==> src/rtl/usb_pkg.sv <==
// Shared definitions for the USB transmit path: controller states, fixed
// field values and CRC16 constants.
package usb_pkg;

    // Clocks per USB bit time used when the instantiating level does not override it.
    localparam int DEFAULT_BIT_CLKS = 8;

    // SYNC field, transmitted LSB first (seven zeros then a one).
    localparam logic [7:0] SYNC_BYTE = 8'h80;

    // USB CRC16 generator polynomial (normal form) and preset value.
    localparam logic [15:0] CRC16_POLY = 16'h8005;
    localparam logic [15:0] CRC16_INIT = 16'hFFFF;

    // Index of the final bit within each serialized field.
    localparam logic [3:0] BYTE_LAST_IDX = 4'd7;
    localparam logic [3:0] CRC_LAST_IDX  = 4'd15;
    localparam logic [3:0] EOP_LAST_IDX  = 4'd2;

    // Transmit controller states.
    typedef enum logic [2:0] {
        ST_IDLE,
        ST_SYNC,
        ST_PID,
        ST_DATA,
        ST_CRC,
        ST_EOP,
        ST_EOP_WAIT
    } tx_state_e;

    // PID byte on the wire: check nibble (inverted PID) above the PID itself.
    function automatic logic [7:0] pid_byte(input logic [3:0] pid_val);
        return {~pid_val, pid_val};
    endfunction

endpackage

==> src/rtl/usb_crc16.sv <==
// Bit-serial USB CRC16 register. Kept in normal (MSB-first) orientation so
// the transmitted check bits come out of bit 15 downward; this equals the
// reflected USB formulation sent LSB first.
module usb_crc16
    import usb_pkg::*;
(
    input  logic        clk,
    input  logic        clear,
    input  logic        enable,
    input  logic        data_bit,
    output logic [15:0] crc
);

    logic [15:0] crc_reg;
    logic [15:0] crc_next;
    logic        feedback;

    // Incoming bit is compared with the register MSB; a mismatch folds in the polynomial.
    assign feedback    = crc_reg[15] ^ data_bit;
    assign crc_next[0] = feedback & CRC16_POLY[0];

    genvar gi;
    generate
        for (gi = 1; gi < 16; gi++) begin : g_crc_bit
            assign crc_next[gi] = crc_reg[gi-1] ^ (feedback & CRC16_POLY[gi]);
        end
    endgenerate

    // Preset on clear, otherwise advance by one payload bit when enabled.
    always_ff @(posedge clk) begin
        if (clear) begin
            crc_reg <= CRC16_INIT;
        end else if (enable) begin
            crc_reg <= crc_next;
        end
    end

    assign crc = crc_reg;

endmodule

==> src/rtl/usb_tx_controller.sv <==
// USB packet transmit controller: serializes SYNC, PID, optional payload
// and CRC16 as NRZ bits towards a bit-stuffing encoder, then requests EOP.
// Every output is registered; a bit is offered on tx_out_bit for a whole bit
// time and tx_shift marks the clock the encoder takes it.
module usb_tx_controller
    import usb_pkg::*;
#(
    parameter int BIT_CLKS = DEFAULT_BIT_CLKS
) (
    input  logic       clk,
    input  logic       rst,
    input  logic       start,
    input  logic [3:0] pid,
    input  logic       has_data,
    input  logic [7:0] byte_data,
    input  logic       byte_valid,
    input  logic       byte_last,
    output logic       byte_ready,
    input  logic       tx_hold,
    output logic       tx_out_bit,
    output logic       tx_shift,
    output logic       create_eop,
    output logic       busy,
    output logic       done,
    output logic       underrun
);

    localparam logic [7:0] TIMER_MAX = 8'(BIT_CLKS - 1);

    tx_state_e   state_reg;
    logic [7:0]  timer_reg;
    logic [3:0]  bit_idx_reg;
    logic [6:0]  shift_reg;       // bits of the current field still to be sent
    logic [3:0]  pid_reg;
    logic        has_data_reg;
    logic        last_reg;        // byte being shifted carried byte_last
    logic        tx_out_bit_reg;
    logic        tx_shift_reg;
    logic        byte_ready_reg;
    logic        create_eop_reg;
    logic        busy_reg;
    logic        done_reg;
    logic        underrun_reg;

    logic        in_bit_state;
    logic        bit_expire;
    logic        start_accept;
    logic        load_point;
    logic        crc_clear;
    logic        crc_enable;
    logic [15:0] crc_value;
    logic [7:0]  pid_tx_byte;
    logic [7:0]  sync_tx_byte;

    assign in_bit_state = (state_reg != ST_IDLE) && (state_reg != ST_EOP_WAIT);
    assign bit_expire   = in_bit_state && (timer_reg == TIMER_MAX);
    assign start_accept = (state_reg == ST_IDLE) && start;
    assign pid_tx_byte  = pid_byte(pid_reg);
    assign sync_tx_byte = SYNC_BYTE;

    // A new payload byte is fetched whenever the last bit of the PID (data
    // packets) or of a non-final payload byte is handed to the encoder.
    assign load_point = (bit_idx_reg == BYTE_LAST_IDX) &&
                        (((state_reg == ST_PID) && has_data_reg) ||
                         ((state_reg == ST_DATA) && !last_reg));

    // CRC covers payload bits only; each bit is folded in on the clock the
    // encoder accepts it, so the final value is ready before CRC state starts.
    assign crc_clear  = rst || start_accept;
    assign crc_enable = (state_reg == ST_DATA) && bit_expire && !tx_hold;

    usb_crc16 u_crc16 (
        .clk      (clk),
        .clear    (crc_clear),
        .enable   (crc_enable),
        .data_bit (tx_out_bit_reg),
        .crc      (crc_value)
    );

    // Packet sequencer: bit timer, field serialization and state transitions.
    always_ff @(posedge clk) begin
        if (rst) begin
            state_reg      <= ST_IDLE;
            timer_reg      <= '0;
            bit_idx_reg    <= '0;
            shift_reg      <= '0;
            pid_reg        <= '0;
            has_data_reg   <= 1'b0;
            last_reg       <= 1'b0;
            tx_out_bit_reg <= 1'b1;
            tx_shift_reg   <= 1'b0;
            byte_ready_reg <= 1'b0;
            create_eop_reg <= 1'b0;
            busy_reg       <= 1'b0;
            done_reg       <= 1'b0;
            underrun_reg   <= 1'b0;
        end else begin
            tx_shift_reg   <= 1'b0;
            byte_ready_reg <= 1'b0;
            create_eop_reg <= 1'b0;
            done_reg       <= 1'b0;
            underrun_reg   <= 1'b0;

            // Bit timer runs continuously across field boundaries so every
            // bit, including the EOP slots, lasts exactly one bit time. A
            // held expiry just restarts the timer with the bit unchanged.
            if (in_bit_state) begin
                if (bit_expire) begin
                    timer_reg <= '0;
                    if (!tx_hold) begin
                        tx_shift_reg <= 1'b1;
                        if (load_point) begin
                            byte_ready_reg <= 1'b1;
                        end
                    end
                end else begin
                    timer_reg <= timer_reg + 8'd1;
                end
            end

            // Field handling happens on the clock after tx_shift, which is
            // when the next bit is placed on tx_out_bit.
            case (state_reg)
                ST_IDLE: begin
                    if (start) begin
                        state_reg      <= ST_SYNC;
                        timer_reg      <= '0;
                        bit_idx_reg    <= '0;
                        busy_reg       <= 1'b1;
                        pid_reg        <= pid;
                        has_data_reg   <= has_data;
                        last_reg       <= 1'b0;
                        shift_reg      <= sync_tx_byte[7:1];
                        tx_out_bit_reg <= sync_tx_byte[0];
                    end
                end

                ST_SYNC: begin
                    if (tx_shift_reg) begin
                        if (bit_idx_reg == BYTE_LAST_IDX) begin
                            state_reg      <= ST_PID;
                            bit_idx_reg    <= '0;
                            shift_reg      <= pid_tx_byte[7:1];
                            tx_out_bit_reg <= pid_tx_byte[0];
                        end else begin
                            bit_idx_reg    <= bit_idx_reg + 4'd1;
                            shift_reg      <= {1'b1, shift_reg[6:1]};
                            tx_out_bit_reg <= shift_reg[0];
                        end
                    end
                end

                ST_PID, ST_DATA: begin
                    if (tx_shift_reg) begin
                        if (bit_idx_reg != BYTE_LAST_IDX) begin
                            bit_idx_reg    <= bit_idx_reg + 4'd1;
                            shift_reg      <= {1'b1, shift_reg[6:1]};
                            tx_out_bit_reg <= shift_reg[0];
                        end else if ((state_reg == ST_PID) && !has_data_reg) begin
                            // PID-only packet: straight to end of packet.
                            state_reg      <= ST_EOP;
                            bit_idx_reg    <= '0;
                            create_eop_reg <= 1'b1;
                            tx_out_bit_reg <= 1'b1;
                        end else if ((state_reg == ST_DATA) && last_reg) begin
                            // Final payload byte sent: append the inverted CRC, MSB of register first.
                            state_reg      <= ST_CRC;
                            bit_idx_reg    <= '0;
                            tx_out_bit_reg <= ~crc_value[15];
                        end else if (byte_valid) begin
                            state_reg      <= ST_DATA;
                            bit_idx_reg    <= '0;
                            shift_reg      <= byte_data[7:1];
                            last_reg       <= byte_last;
                            tx_out_bit_reg <= byte_data[0];
                        end else begin
                            // Source starved: abandon the payload, no CRC, close the packet.
                            underrun_reg   <= 1'b1;
                            state_reg      <= ST_EOP;
                            bit_idx_reg    <= '0;
                            create_eop_reg <= 1'b1;
                            tx_out_bit_reg <= 1'b1;
                        end
                    end
                end

                ST_CRC: begin
                    if (tx_shift_reg) begin
                        if (bit_idx_reg == CRC_LAST_IDX) begin
                            state_reg      <= ST_EOP;
                            bit_idx_reg    <= '0;
                            create_eop_reg <= 1'b1;
                            tx_out_bit_reg <= 1'b1;
                        end else begin
                            bit_idx_reg    <= bit_idx_reg + 4'd1;
                            tx_out_bit_reg <= ~crc_value[4'd14 - bit_idx_reg];
                        end
                    end
                end

                ST_EOP: begin
                    // Three bit slots (SE0, SE0, J) are paced here; the encoder drives the line levels.
                    if (tx_shift_reg) begin
                        if (bit_idx_reg == EOP_LAST_IDX) begin
                            state_reg   <= ST_EOP_WAIT;
                            bit_idx_reg <= '0;
                            done_reg    <= 1'b1;
                            busy_reg    <= 1'b0;
                        end else begin
                            bit_idx_reg <= bit_idx_reg + 4'd1;
                        end
                    end
                end

                ST_EOP_WAIT: begin
                    // Done is visible this clock; a start seen now is ignored.
                    state_reg   <= ST_IDLE;
                    timer_reg   <= '0;
                    bit_idx_reg <= '0;
                end

                default: begin
                    state_reg <= ST_IDLE;
                end
            endcase
        end
    end

    assign tx_out_bit = tx_out_bit_reg;
    assign tx_shift   = tx_shift_reg;
    assign byte_ready = byte_ready_reg;
    assign create_eop = create_eop_reg;
    assign busy       = busy_reg;
    assign done       = done_reg;
    assign underrun   = underrun_reg;

endmodule

==> config.mk <==
export PLATFORM = sky130hd
export DESIGN_NAME = usb_tx_controller
export DESIGN_NICKNAME = d
export VERILOG_FILES = /design/src/rtl/usb_pkg.sv /design/src/rtl/usb_crc16.sv /design/src/rtl/usb_tx_controller.sv
export SDC_FILE = /design/constraint.sdc
export NUM_CORES = 1
export LEC_CHECK = 0
export ABC_AREA = 1
export ABC_CLOCK_PERIOD_IN_PS = 2170
export BUFFER_PORTS_ARGS = -buffer_cell sky130_fd_sc_hd__buf_2
export CAP_MARGIN = 20
export CORE_ASPECT_RATIO = 1.2
export CORE_MARGIN = 1.5
export CORE_UTILIZATION = 40
export DETAILED_ROUTE_END_ITERATION = 10
export PLACE_DENSITY = 0.6
export SYNTH_ARGS = -nofsm -noshare
export SYNTH_HDL_FRONTEND = slang
export SYNTH_SLANG_ARGS = --single-unit
==> constraint.sdc <==
create_clock -name clk -period 2.17 [get_ports clk]
set_input_delay 0 -clock clk [delete_from_list [all_inputs] [get_ports clk]]
set_output_delay 0 -clock clk [all_outputs]
set_load 0.03 [all_outputs]
Yosys cells after proc, flatten, opt, wreduce, memory -nomap -nowiden
Cells that the tools add are included.

word-level totals
  register bits = 51
  logic and storage cells = 161

cells by class
  $add $sub $neg = 3
  $lt $le $gt $ge = 1
  equality and inequality tests = 27
  multiplexer cells = 70
  bitwise gates (word level) = 11
  reductions and logical operators = 34

operators by type and width
  operator                                        count
  two-way mux 7 bit                               8
  two-way mux 3 bit                               12
  two-way mux 4 bit                               9
  two-way mux 1 bit                               29
  two-way mux 8 bit                               3
  inequality test 2 bit (second input constant)   12
  one-hot mux 4 bit (6 select lines)              1
  one-hot mux 7 bit (3 select lines)              1
  one-hot mux 8 bit (2 select lines)              1
  one-hot mux 3 bit (5 select lines)              1
  AND reduction 7 bit                             2
  inequality test 3 bit (second input constant)   4
  logical AND 1 bit                               10
  == test 3 bit (second input constant)           3
  AND reduction 9 bit                             1
  adder 8 x 1 -> 8 bit (second input constant)    1
  == test 8 x 3 -> 1 bit (second input constant)  1
  NOT 1 bit                                       7
  == test 3 x 2 -> 1 bit (second input constant)  2
  one-hot mux 1 bit (2 select lines)              3
  AND reduction 6 bit                             1
  nonzero test 3 bit                              2
  nonzero test 6 bit                              1
  OR reduction 3 bit                              2
  other kinds (23)                                29

Logic depth before layout (Yosys ltp)
  depth in word-level cells = 7
  depth in mapped cells = 13
  depth with buffers taken out = 12

Hierarchy
From an unflattened synthesis, not the netlist that was laid out.

unflattened totals
  cell total of the unflattened synthesis = 410
  area, all modules = 2966.6 µm²

modules (own cells, without submodules)
  module             instances  cells each  area each (µm²)  seq. area each (µm²)
  usb_tx_controller  1          317         2165.8           700.7
  usb_crc16          1          93          800.8            320.3

Least setup slack after synthesis
OpenSTA, ideal clock, no wires.

  path type = reg2reg
  start point = register bit_idx_reg[0]
  end point = register tx_out_bit_reg, in the netlist tx_out_bit
  setup time = 0.113 ns
  arrival time = 1.697 ns
  data required time = 2.057 ns
  path slack = 0.359 ns
  cell stages (with the launch flop) = 14
  path buffers = 2
  path through = dfxtp_1 clkbuf_1 inv_1 buf_2 ha_1 inv_1 nand3_1 nand3_1 nand3_1 nand3_1 nand2_1 nand2_1 nand2_1 nand2_1

between the ends
  longest elaborated chain between the ends = 7
  elaborated cells between the ends (all ways) = 14
  classes of those cells = add/sub: 1; eq/ne: 3; mux: 9; bitwise: 1

ends and longest elaborated chain
  what                                     RTL line                  RTL
  from (decl)                              usb_tx_controller.sv:32   logic [3:0] bit_idx_reg;
  from (signal assigned)                   usb_tx_controller.sv:146  bit_idx_reg <= bit_idx_reg + 4'd1;
  from (signal assigned)                   usb_tx_controller.sv:156  bit_idx_reg <= bit_idx_reg + 4'd1;
  from (signal assigned)                   usb_tx_controller.sv:195  bit_idx_reg <= bit_idx_reg + 4'd1;
  subtractor 4 bit                         usb_tx_controller.sv:196  tx_out_bit_reg <= ~crc_value[4'd14 - bit_idx_reg];
  binary-select mux 1 bit (select 4 bit)   usb_tx_controller.sv:196
  two-way mux 1 bit (implied by the code)  usb_tx_controller.sv:196
  NOT 1 bit                                usb_tx_controller.sv:196
  two-way mux 1 bit                        usb_tx_controller.sv:189  if (bit_idx_reg == CRC_LAST_IDX) begin
  two-way mux 1 bit                        usb_tx_controller.sv:188  if (tx_shift_reg) begin
  one-hot mux 1 bit (4 select lines) *     usb_tx_controller.sv:123  case (state_reg)
  to (signal assigned)                     usb_tx_controller.sv:134  tx_out_bit_reg <= sync_tx_byte[0];
  to (signal assigned)                     usb_tx_controller.sv:144  tx_out_bit_reg <= pid_tx_byte[0];
  to (signal assigned)                     usb_tx_controller.sv:196
  to (decl)                                usb_tx_controller.sv:37   logic tx_out_bit_reg;

Every way passes the cells marked *; elsewhere a longest branch is shown, timed or not. The select of a mux whose other input is x is not followed.
A chain may end at the register's enable or synchronous reset.

Worst setup path in the final report
  start point = register bit_idx_reg[1]
  end point = register shift_reg[0]

between the ends
  longest elaborated chain between the ends = 4
  elaborated cells between the ends (all ways) = 11
  classes of those cells = eq/ne: 5; mux: 5; reduce/logical: 1

ends and longest elaborated chain
  what                                                                      RTL line                                            RTL
  inequality test 4 x 3 -> 1 bit or == test 4 x 3 -> 1 bit (tied branches)  usb_tx_controller.sv:155, usb_tx_controller.sv:140
  two-way mux 7 bit, on equally long branches                               usb_tx_controller.sv:155, usb_tx_controller.sv:140
  two-way mux 7 bit, on equally long branches                               usb_tx_controller.sv:154, usb_tx_controller.sv:139
  one-hot mux 7 bit (3 select lines)                                        usb_tx_controller.sv:123
  to (signal assigned)                                                      usb_tx_controller.sv:133                            shift_reg <= sync_tx_byte[7:1];
  to (signal assigned)                                                      usb_tx_controller.sv:157                            shift_reg <= {1'b1, shift_reg[6:1]};
  to (signal assigned)                                                      usb_tx_controller.sv:173                            shift_reg <= byte_data[7:1];
  to (decl)                                                                 usb_tx_controller.sv:33                             logic [6:0] shift_reg;

Parallel ways exist; a longest one is shown, timed or not. The select of a mux whose other input is x is not followed.

==> results by group <==
Setup path
  • Slowest stage delay, CP: approximately 0.4 ns
  • Most frequent cell on the critical path: nand3_1
  • Setup crit start kind: register
  • Crit path max-delay family: buffers and inverters
  • CP Buf/Inv Count: 2
  • Critical Path Fanout Max: 13
  • Critical-path top delay cell: dfxtp_1
  • Arr. time, crit path: 2.05 ns
  • Setup crit end kind: register
  • Kind of critical path: reg2reg
  • FF-to-FF Start: bit_idx_reg[1]
  • Worst endpoint required time: about 2.4 ns
  • Critical Path, Cell by Cell: ha_1 > nand3_1 > inv_1 > buf_12 > nor2_1 > o21ai_0 > nand2_1 > nand3_1 > a21oi_1
  • Crit path from: bit_idx_reg[1]

Finish
  • Final net count: 463
  • Ratio of cells with drive above 1 in the final layout: 15.6%
  • P&R area growth vs syn: 15.5%
  • Largest register FFs: 16
  • Fillers: 682
  • Ant diodes: 0
  • Non-filler cells, final: between 500 and 600

Timing
  • Slew headroom: between 60% and 70%
  • Setup Skew: around 0.0065 ns
  • Pins Over Slew Limit: 0
  • Setup TNS: 0 ns
  • Max Freq: roughly 540 MHz
  • Worst-margin pin slew: roughly 0.48 ns
  • Min Tclk post-route: around 1.8 ns
  • Final Hold Violating Endpoints: 0
  • Tcrit/Tclk final: between 80% and 90%
  • Final setup vio count: 0
  • RSZ-0062 raised after global routing: no

Clocking
  • Cts bufs inserted: 5
  • Clock-pin slew on the worst setup and hold paths: about 0.1 ns
  • Longest Clk Path Bufs: 2
  • CTS tree: built
  • Clock Sinks: 51
  • Worst skew pair latency: ~0.3 ns
  • Clock root buffer master: clkbuf_8
  • CTS H-tree depth: 2

Global routing
  • Aggregate global routing overflow: 0
  • Initial antenna violation count: 0
  • Vias in the first global route: 2554
  • First-pass GRT wire length: 11600 µm
  • GR Util All Layers: 20.1%
  • Pin count of the biggest net entering global routing: 18

Pwr
  • Pwr Density: roughly 1000 nW/µm²
  • VDD IR-drop max: roughly 0.4 mV
  • Total Power: between 3000 and 4000 µW
  • Leakage: roughly 0.0014 µW

Synth
  • Syn nets: roughly 430
  • Async set-reset flop share out of synthesis: 0%
  • Cell Area, Synth: 2740 µm²
  • Count of cell types in the netlist: 36
  • Post-synth EDFFs: 0
  • Register bit total from synthesis: between 50 and 60
  • Synth Instances: just over 400
  • Mean post-synth cell area: slightly below 7 µm²
  • Ys flop type: dfxtp_1
  • Seq/Total Area, Yosys: 37.3%
  • Yosys Warn Count: 0

Detailed routing
  • WL/cell: 13.1 µm
  • ANT nets after route: 0
  • Vias: about 2700
  • Routed wire length: between 6000 and 7000 µm
  • DRC violations left: 0
  • Iteration-0 DRC Markers: just under 200
  • Iteration count of the initial detailed-routing pass: 4
  • Vias per std cell: about 5

Die
  • Die width: around 79 µm
  • CORE AREA: ~6500 µm²
  • Die Area: 7350 µm²
  • FP Rows: 32
  • Initial Utilization: roughly two fifths
  • I/O pin total: 26
  • Die Y-Extent: ~94 µm

Place
  • Routability-driven placement congestion ratio: around 0.95
  • IO buf count: 25
  • Post-DP HPWL: around 5300 µm
  • Placed insts: slightly above 500

Hold path
  • Hold Path Origin: byte_last
  • Hold WC Path Type: in2reg

Run status
  • Outcome: finished clean

Job
  • Max Cap Viol: 0
-- tightest hold or removal path: stages --
cell and delay, ns:
buf_2 0.10, nand2_1 0.05, nand2_1 0.04, o21ai_0 0.06, nor2_1 0.04
-- power by group --
group          internal, µW  total [µW]  switching [µW]
registers              1050        1170             116
clock network           225         546             321
logic                   477        1460             982
-- cell families after synthesis --
group,Yosys count,synth area share (%)
DFF,51,37.3
AOI/OAI and AO/OA,72,14.5
and+or+nand+nor,226,38.1
xor gates and xnor gates,6,1.92
adders and majority gates,3,1.37
buffers and inverters,45,6.77
-- per-stage QoR --
step	util, %	area (µm²)	hold WS [ns]	worst slack [ns]
3_5_place_dp	45.8	2990	0.282	0.361
5_1_grt	48.4	3160	0.0432	0.124
4_1_cts	48.4	3160	0.0193	0.349
6_report	48.4	3160	0.0275	0.323
2_1_floorplan	-	2740	0.0844	0.359
3_3_place_gp	45.8	2990	0.277	0.390
-- layout make-up --
type | instances | area (µm²) | area share, %
Tap cell | 85 | 106 | 3.37
Clock buffer | 5 | 68.8 | 2.18
Sequential cell | 51 | 1020 | 32.3
Multi-Input combinational cell | 307 | 1530 | 48.4
Inverter | 34 | 128 | 4.04
Clock inverter | 3 | 20.0 | 0.634
Timing Repair Buffer | 42 | 285 | 9.03
-- final timing paths --
path	to	slack (ns)	depth (start not counted)
max	shift_reg[0]	0.32	9
min	last_reg	0.03	5
max reg2reg	shift_reg[0]	0.32	9
min reg2reg	shift_reg[1]	0.46	2
-- placed cells by master, fill, tap and decap left out, types with 8 or more instances in the layout --
master,Yosys,layout
dlygate4sd3_1,0,8
nor3_1,9,9
buf_2,4,25
buf_4,1,8
inv_1,28,28
nand2_1,106,106
nor2_1,38,38
dfxtp_1,51,51
nand3_1,49,49
a21oi_1,30,30
o21ai_0,25,25
-- cells in the mapped netlist, drive strengths merged (2+ instances only) --
cell type / instances / area share [%]
o31ai: 2 / 0.55
and3: 2 / 0.46
nor3: 11 / 2.6
nor2: 45 / 7.4
ha: 3 / 1.4
nand2: 113 / 17
nand3: 51 / 10
buf: 6 / 1.4
nand4: 3 / 0.69
o21ai: 31 / 5.8
xor2: 5 / 1.6
a21oi: 31 / 5.8
dfxtp: 51 / 37
inv: 34 / 4.7
o211ai: 4 / 1.3
clkbuf: 5 / 0.69
-- timing repair --
item,4_1_cts,5_1_grt
endpoints found under the hold margin,6,0
gates resized for setup,0,0
setup buffers,0,0
hold buffers,8,0
-- per-layer routing --
| metal | GRT usage (%) | up-vias | routed length (µm) |
|---|---|---|---|
| met5 | 0 | - | 0 |
| met4 | 8.18 | 0 | 106 |
| met3 | 3.02 | 8 | 237 |
| met2 | 35.6 | 57 | 3520 |
| met1 | 23.9 | 1208 | 3070 |
| li1 | - | 1407 | - |
Power figures use the tool's default switching activity.
